--- src/rtl/sram_controller.sv ---
// ---------------------------------------------------------------------------
// sram_controller
//
// Moves 32-bit MEM-stage loads and stores to and from an external 16-bit
// asynchronous SRAM. Each word is transferred as two 16-bit halves: the low
// half first, then the high half. Each half lasts WAIT_CYCLES clock cycles.
// While an access is in flight, ready is low. The top level uses ~ready to
// freeze the pipeline.
//
// Optional feature macro: SRAM_CTRL_STATS_EN
//   When defined, the rd_count/wr_count completion counters and their ports
//   are added. When undefined, they do not exist.
//
// Parameters
//   WAIT_CYCLES  cycles per 16-bit half access (1..15)
//   ADDR_BASE    byte address that maps to SRAM word 0
//
// Ports
//   clk         in   rising-edge clock
//   rst         in   synchronous active-high reset (aborts any access)
//   wr_en       in   store request (level, held until ready)
//   rd_en       in   load request (level, held until ready)
//   address     in   [31:0] byte address
//   write_data  in   [31:0] store data
//   read_data   out  [31:0] load data, valid in the cycle ready rises
//   ready       out  1 = nothing pending, or access completing this cycle
//   sram_addr   out  [17:0] SRAM half-word address
//   sram_dq_o   out  [15:0] data driven to the SRAM
//   sram_dq_i   in   [15:0] data returned by the SRAM
//   sram_dq_oe  out  1 = controller drives the DQ bus
//   sram_we_n   out  SRAM write strobe, active low
//   rd_count    out  [15:0] completed loads   (SRAM_CTRL_STATS_EN only)
//   wr_count    out  [15:0] completed stores  (SRAM_CTRL_STATS_EN only)
//   state_dbg   out  [1:0] FSM state: 0 IDLE, 1 ACC_LO, 2 ACC_HI, 3 DONE
//
// Request/ready handshake: the requester raises rd_en or wr_en and keeps it
// high. The request is accepted in the first IDLE cycle where it is seen;
// address, write_data and the op type are captured on that edge. The access
// completes in the cycle where ready is 1 while the request is still high.
// The requester must drop or change the request on the following edge. Any
// request still high in DONE is not restarted; one still high in the next
// IDLE cycle starts a new access.
// ---------------------------------------------------------------------------
module sram_controller #(
    parameter int WAIT_CYCLES = 5,
    parameter int ADDR_BASE   = 1024
) (
    input  logic        clk,
    input  logic        rst,
    input  logic        wr_en,
    input  logic        rd_en,
    input  logic [31:0] address,
    input  logic [31:0] write_data,
    output logic [31:0] read_data,
    output logic        ready,
    output logic [17:0] sram_addr,
    output logic [15:0] sram_dq_o,
    input  logic [15:0] sram_dq_i,
    output logic        sram_dq_oe,
    output logic        sram_we_n,
`ifdef SRAM_CTRL_STATS_EN
    output logic [15:0] rd_count,
    output logic [15:0] wr_count,
`endif
    output logic [1:0]  state_dbg
);

    typedef enum logic [1:0] {
        IDLE   = 2'd0,
        ACC_LO = 2'd1,
        ACC_HI = 2'd2,
        DONE   = 2'd3
    } state_t;

    localparam logic [3:0]  LAST_CNT = 4'(WAIT_CYCLES - 1);
    localparam logic [31:0] BASE     = 32'(ADDR_BASE);
    // With a single cycle per half there is no spare hold cycle, so the
    // strobe stays low for that one cycle.
    localparam bit          SINGLE   = (WAIT_CYCLES == 1);

    state_t      state;
    logic [3:0]  cnt;
    logic        op_write;
    logic [16:0] word_q;
    logic [31:0] data_q;

    state_t      nxt_state;
    logic [3:0]  nxt_cnt;
    logic        nxt_write;
    logic [16:0] nxt_word;
    logic [31:0] nxt_data;
    logic        nxt_in_acc;
    logic        nxt_half;
    logic        nxt_we_low;

    // The SRAM pins are registered. They are computed from the next state so
    // they line up with the state they belong to, without glitching.
    always_comb begin
        nxt_state = state;
        nxt_cnt   = cnt;
        nxt_write = op_write;
        nxt_word  = word_q;
        nxt_data  = data_q;
        case (state)
            IDLE: begin
                nxt_cnt = 4'd0;
                if (rd_en || wr_en) begin
                    nxt_state = ACC_LO;
                    // When both requests are high, the access is a store.
                    nxt_write = wr_en;
                    // Modular subtraction: addresses below the base wrap.
                    nxt_word  = 17'((address - BASE) >> 2);
                    nxt_data  = write_data;
                end
            end
            ACC_LO: begin
                if (cnt == LAST_CNT) begin
                    nxt_state = ACC_HI;
                    nxt_cnt   = 4'd0;
                end else begin
                    nxt_cnt = cnt + 4'd1;
                end
            end
            ACC_HI: begin
                if (cnt == LAST_CNT) begin
                    nxt_state = DONE;
                    nxt_cnt   = 4'd0;
                end else begin
                    nxt_cnt = cnt + 4'd1;
                end
            end
            default: begin
                nxt_state = IDLE;
                nxt_cnt   = 4'd0;
            end
        endcase
        nxt_in_acc = (nxt_state == ACC_LO) || (nxt_state == ACC_HI);
        nxt_half   = (nxt_state == ACC_HI);
        // The strobe is released in the last wait cycle so data and address
        // stay stable after the write edge.
        nxt_we_low = nxt_write && nxt_in_acc && (SINGLE || (nxt_cnt != LAST_CNT));
    end

    always_ff @(posedge clk) begin
        if (rst) begin
            state      <= IDLE;
            cnt        <= 4'd0;
            op_write   <= 1'b0;
            word_q     <= 17'd0;
            data_q     <= 32'd0;
            read_data  <= 32'd0;
            sram_addr  <= 18'd0;
            sram_dq_o  <= 16'd0;
            sram_dq_oe <= 1'b0;
            sram_we_n  <= 1'b1;
        end else begin
            state      <= nxt_state;
            cnt        <= nxt_cnt;
            op_write   <= nxt_write;
            word_q     <= nxt_word;
            data_q     <= nxt_data;
            sram_we_n  <= ~nxt_we_low;
            sram_dq_oe <= nxt_write && nxt_in_acc;
            sram_dq_o  <= (nxt_write && nxt_in_acc)
                          ? (nxt_half ? nxt_data[31:16] : nxt_data[15:0])
                          : 16'd0;
            if (nxt_in_acc) begin
                sram_addr <= {nxt_word, nxt_half};
            end
            // Load data is sampled at the end of each half's last wait
            // cycle, after the SRAM access time has elapsed.
            if (!op_write && (cnt == LAST_CNT)) begin
                if (state == ACC_LO) begin
                    read_data[15:0] <= sram_dq_i;
                end
                if (state == ACC_HI) begin
                    read_data[31:16] <= sram_dq_i;
                end
            end
        end
    end

`ifdef SRAM_CTRL_STATS_EN
    // A completed access is counted once, in its DONE cycle. Accesses aborted
    // by reset never reach DONE, so they are not counted.
    always_ff @(posedge clk) begin
        if (rst) begin
            rd_count <= 16'd0;
            wr_count <= 16'd0;
        end else if (state == DONE) begin
            if (op_write) begin
                wr_count <= wr_count + 16'd1;
            end else begin
                rd_count <= rd_count + 16'd1;
            end
        end
    end
`endif

    always_comb begin
        ready = ((state == IDLE) && !rd_en && !wr_en) || (state == DONE);
    end

    assign state_dbg = state;

endmodule
--- config.mk ---
export PLATFORM = sky130hd
export DESIGN_NAME = sram_controller
export DESIGN_NICKNAME = d
export VERILOG_FILES = /design/src/rtl/sram_controller.sv
export SDC_FILE = /design/constraint.sdc
export NUM_CORES = 1
export LEC_CHECK = 0
export ABC_AREA = 1
export CAP_MARGIN = 20
export CORE_ASPECT_RATIO = 1.1
export CORE_MARGIN = 4
export CORE_UTILIZATION = 32
export DETAILED_ROUTE_END_ITERATION = 7
export PLACE_DENSITY = 0.64
export SLEW_MARGIN = 20
export SYNTH_ARGS = -nofsm -noshare
export SYNTH_HDL_FRONTEND = slang
export SYNTH_SLANG_ARGS = --single-unit
--- constraint.sdc ---
create_clock -name clk -period 2.6 [get_ports clk]
set_clock_uncertainty 0.1 [all_clocks]
set_input_delay 0.26 -clock clk [delete_from_list [all_inputs] [get_ports clk]]
set_output_delay 0.26 -clock clk [all_outputs]
set_load 0.02 [all_outputs]
==> results.ini <==
[run_status]
status = finished, final reports clean

[timing]
worst_slack_ns = 0.267
worst_slew_pin_slew_ns = 0.484
max_freq_ghz = 0.429
setup_viol = 0
relSlewSlack_pct = 67.7
post-route-period-util_pct = 89.7
rsz0062_at_grt = no
drv_slew = 0
fin_crit_ns = 2.33
tns_ns = 0
finalHoldViolations = 0

[global_route]
grt_antenna_before_repair = 0
use_met2_pct = 22.9
grt_usage_pct = 14.6
grtUsageMet3_pct = 4.96
grt.overflow.total = 0
grt_max_degree = 51
met1_usage_pct = 18.8
grt_pass1_wl_mm = 20.0
grt_busiest_layer = met2
grt_pass1_vias = 4016

[finish]
fin_area_mm2 = 0.00702
final_common_cell = clkdlybuf4s50_1
fin_nets = 850
final_cell_mix = clkdlybuf4s50_1 (138), nand2_1 (130), dfxtp_1 (124)
diodes = 0
areaGrowthSynthToFinish_pct = 45.2
drive_gt1_share_pct = 7.79
nFillCells = 1445
fin_cells = 962

[placement]
numPlacedInstances = 927
postPlaceCellArea_mm2 = 0.00633
pre_cts_slack_ns = 0.212
gp_congestion = 0.819
io_buffers = 139
hpwl_mm = 8.36

[clocking]
postCtsHoldBufs = 0
clk_path_buf_depth = 2
cts_tree = done
clock-sinks = 124
insertion_delay_ns = 0.41
cts_buffers = 17
clockRootBuffer = clkbuf_16
htree_levels = 4
path_clk_slew_ns = 0.05

[detailed_routing]
dr_total_vias = 4289
viasPerCell = 4.46
dr.pass1.iters = 4
drcViolationCount = 0
post_drt_wl_per_cell_um = 13.0
drt_iter0_drc = 207
drt-total-wl_mm = 12.5
ant_nets = 0

[floorplan]
die-area_mm2 = 0.0171
num_rows = 46
num_io_pins = 155
start_util_pct = 33.1
die_h_um = 137
die_w_um = 125
core_area_mm2 = 0.0146

[synthesis]
synthesis.area_mm2 = 0.00483
synth_fp_nets = 713
postSynthCellCount = 620
synthFlopType = dfxtp_1
ys_ff_latch = 124
ys.warnings.count = 0
ys_seq_area_share_pct = 51.4
async_reset_ff_share_pct = 0
synth_edf_count = 0
yosysUniqueCellTypes = 31
syn_avg_cell_area_um2 = 7.79

[pwr]
power.density_mw_per_mm2 = 762
total_power_mw = 5.35
vdd.ir_drop.worst_uv = 432
power.leakage_nw = 2.99

[critical_path]
crit_path_start_kind = register
crit_fanout = 7
crit_arrival_ns = 2.57
required_ns = 2.84
path_class = reg2reg
rrSetupSlack_ns = 0.27
critPathCaptureType = register

[run]
max-cap-violations = 0

[hold_path]
hp-class = in2reg

-- per-stage QoR --
stage	util [%]	hold WS [ns]
finish	48.0	0.283
floorplan	-	0.324
detailed placement	43.3	0.361
global route	48.0	0.292
CTS	47.7	0.262
global placement	43.3	0.356
-- synth_stat cells (2+ instances only) --
master | number | area (um2)
inv_2 | 5 | 18.8
nand2_1 | 130 | 488
buf_2 | 3 | 15.0
nand3_2 | 2 | 20.0
or2_2 | 4 | 25.0
buf_4 | 7 | 52.6
o21ai_0 | 52 | 260
buf_6 | 5 | 56.3
nand3_1 | 33 | 165
a21oi_1 | 49 | 245
nand2_2 | 2 | 12.5
clkbuf_1 | 14 | 52.6
nand2_4 | 2 | 22.5
o211ai_1 | 11 | 82.6
inv_1 | 45 | 169
o21ai_1 | 6 | 30.0
dfxtp_1 | 124 | 2480
ha_1 | 9 | 113
nor2_1 | 101 | 379
and3_1 | 5 | 31.3
-- report_power, final --
part | switching (mW) | total (mW) | leakage (nW) | internal [mW]
sequential | 0.0422 | 2.06 | 1.02 | 2.02
clock | 0.842 | 2.59 | 0.305 | 1.75
combinational | 0.384 | 0.699 | 1.66 | 0.315
-- kinds of logic after synthesis --
| kind of cell | share of synthesized area [%] |
|---|---|
| buf+inv | 8.05 |
| xor+xnor | 0.363 |
| mux | 0.207 |
| simple gates | 24.2 |
| compound gates | 13.5 |
| flops | 51.4 |
| fa+ha+maj | 2.33 |
-- routing by layer --
metal | wire [um] | up-vias | part of all wire, %
li1 | - | 2261 | -
met1 | 6040 | 1896 | 48
met2 | 5650 | 119 | 45
met3 | 653 | 13 | 5.2
met4 | 187 | 0 | 1.5
met5 | 0 | - | 0
-- area by class of cell --
class	instances	area, um2	area share [%]
Clock inverter	11	190	2.71
Tap cell	192	240	3.42
Sequential cell	124	2480	35.4
Timing Repair Buffer	148	1480	21.1
Clock buffer	21	460	6.56
Inverter	51	194	2.76
Multi-Input combinational cell	415	1970	28.1
-- path summary, 6_finish.rpt --
path | start | end | cells past startpoint
worst min-delay path | rst | word_q[10] | 3
worst max register to register | cnt[0] | sram_dq_o[9] | 15
worst max-delay path | cnt[0] | sram_dq_o[9] | 15
worst min register to register | word_q[0] | word_q[0] | 2
-- registers in the layout, indices dropped and copies added, names as in the netlist --
register	flops
data_q	32
read_data	32
sram_addr	18
word_q	17
sram_dq_o	16
cnt	4
state_dbg	2
op_write	1
sram_dq_oe	1
sram_we_n	1
-- critical path: stages, from the launching register on --
cell and delay [ns]:
dfxtp_1 0.39, inv_1 0.06, ha_1 0.19, nand3_1 0.11
inv_2 0.08, o21ai_0 0.14, o211ai_1 0.10, nand2_1 0.10
inv_1 0.05, ha_1 0.28, inv_2 0.10, nand2_4 0.09
nor2_8 0.19, buf_12 0.13, nand2_1 0.04, a21oi_1 0.11
-- timing repair --
action                     in CTS  in global routing
setup buffers                   0                  2
setup endpoints to repair       0                  2
resized for setup               0                  0
No activity file was read; power rests on OpenSTA's default activity.
==> RTL change (config.mk and constraints unchanged) <==
Build with the macro `SRAM_CTRL_STATS_EN` defined.
--- a/src/rtl/sram_controller.sv
+++ b/src/rtl/sram_controller.sv
@@ -41,6 +41,8 @@
 // request still high in DONE is not restarted; one still high in the next
 // IDLE cycle starts a new access.
 // ---------------------------------------------------------------------------
+`define SRAM_CTRL_STATS_EN
+
 module sram_controller #(
     parameter int WAIT_CYCLES = 5,
     parameter int ADDR_BASE   = 1024
Function (old outputs only; new: rd_count and wr_count): kept (equiv_simple and equiv_induct, registers matched by name and starting in step).
==> RTL change against the original RTL <==
  * Wire length up 31%
  * Critical endpoint is now sram_dq_o[3]
  * Worst setup slack worse by 0.0026 ns
  * Design area up 25%
  * Area after synthesis up 28%
  * Sequential cell count up 32
  * Total power up 5.4%
  * Sequential share of layout area up 0.24 points
==> RTL change: results (changes against the original RTL) <==
Outcome
  – Status: finished clean

Yosys
  – Syn avg cell area: 7.432 um2 (-4.6%)
  – Net count of the mapped netlist: 927 (+30%)
  – Top area cells in the synthesized netlist: sky130_fd_sc_hd__dfxtp_1 (50%), sky130_fd_sc_hd__nand2_1 (11%), sky130_fd_sc_hd__nor2_1 (8.1%), sky130_fd_sc_hd__o21ai_0 (5.2%), sky130_fd_sc_hd__a21oi_1 (5.1%)
  – Ranking of synthesized cells by instance count: sky130_fd_sc_hd__nand2_1 (184), sky130_fd_sc_hd__dfxtp_1 (156), sky130_fd_sc_hd__nor2_1 (133), sky130_fd_sc_hd__inv_1 (67), sky130_fd_sc_hd__o21ai_0 (64)
  – Unique cell type count in the Yosys netlist: 34 (+9.7%)
  – Part of the Yosys area used for sequential elements: 0.5044 (-0.009277)

Routing
  – Total routed wirelength: 16450 um (+31%)
  – Routed vias: 5770 (+35%)
  – Wirelength per Cell: 13.08 um (+0.43%)
  – Detailed-routed wire length on met3: 710 um (+8.7%)
  – Met2 Wirelength: 7763 um (+37%)
  – Iteration-0 DRC Markers: 181 (-13%)
  – Routed metal-1 wire length: 7737 um (+28%)

GRT
  – Met2 Track Usage GR: 0.2495 (+0.02031)
  – Remaining global-route overflow: 0 (unchanged)
  – GRT Overall Usage: 0.1509 (+0.004656)
  – Vias in the first global route: 5444 (+36%)
  – Largest net degree at the start of global routing: 73 (+43%)
  – Met1 usage: 0.1942 (+0.005995)
  – Wire length of the first global-routing pass: 26900 um (+35%)
  – Grt met3 use: 0.03919 (-0.01038)

Placement
  – IO Port Bufs: 171 (+23%)
  – Count of placed standard cells including taps: 1225 (+32%)
  – Instance area after placement: 8204 um2 (+30%)
  – Sum of net half-perimeters after detailed placement: 11320 um (+35%)
  – Final estimated routing congestion in global placement: 0.7724 (-5.7%)
  – Placement Setup Slack: 0.1078 ns (-0.1045 ns)

Power and ir drop
  – Power of the sequential group: 2.56 mW (+24%)
  – Clock power share: 0.417 (-0.067)
  – Cell leakage power: 3.550 nW (+19%)
  – Peak VDD IR: 0.0004651 V (+7.7%)
  – Internal Power: 4.185 mW (+2.5%)
  – Clock network power consumption: 2.35 mW (-9.3%)

Final layout
  – Cell area after layout: 8768 um2 (+25%)
  – Fraction of layout cells with a size suffix above 1: 0.05545 (-0.02248)
  – Number of nets in the layout: 1091 (+28%)
  – Registers with the most flip-flops: data_q (32), read_data (32), sram_addr (18)
  – Fill cell count: 1966 (+36%)

STA
  – Count of final hold-check violations: 0 (unchanged)
  – Total count of max-transition violations in the final report: 0 (unchanged)
  – Slew HR: 0.6319 (-0.04544)

Clock tree
  – Later-pin clock latency in the skew report: 0.41 ns (about the same)
  – Clk buf depth: 2 (unchanged)
  – Post-CTS repair timing setup buffer count: 0 (unchanged)

Worst setup path
  – Cell family with most CP delay: adder cells
  – Largest fanout of any net on the critical path: 18 (+11)
-- RTL change: cell type report --
type / instances / share of cell area
Inverter: 70 / 0.02997
Tap cell: 247 / 0.03525
Clock inverter: 10 / 0.009132
Multi-Input combinational cell: 571 / 0.3025
Sequential cell: 156 / 0.3562
Clock buffer: 22 / 0.05522
Timing Repair Buffer: 181 / 0.2118
-- RTL change: final timing paths --
check                                from      endpoint  slack (ns)  cells after the start
worst max-delay path               cnt[0]  sram_dq_o[3]        0.26                     13
worst min register to register  data_q[0]     data_q[0]        0.37                      2
worst max register to register     cnt[0]  sram_dq_o[3]        0.26                     13
worst min-delay path                  rst  rd_count[14]        0.24                      4
-- RTL change: kinds of logic after synthesis --
logic type	Yosys count	synth area share
mux	1	0.001617
flops	156	0.5044
simple gates	399	0.2654
fa+ha+maj	10	0.02021
xor+xnor	3	0.004245
buf+inv	106	0.06750
compound gates	158	0.1366
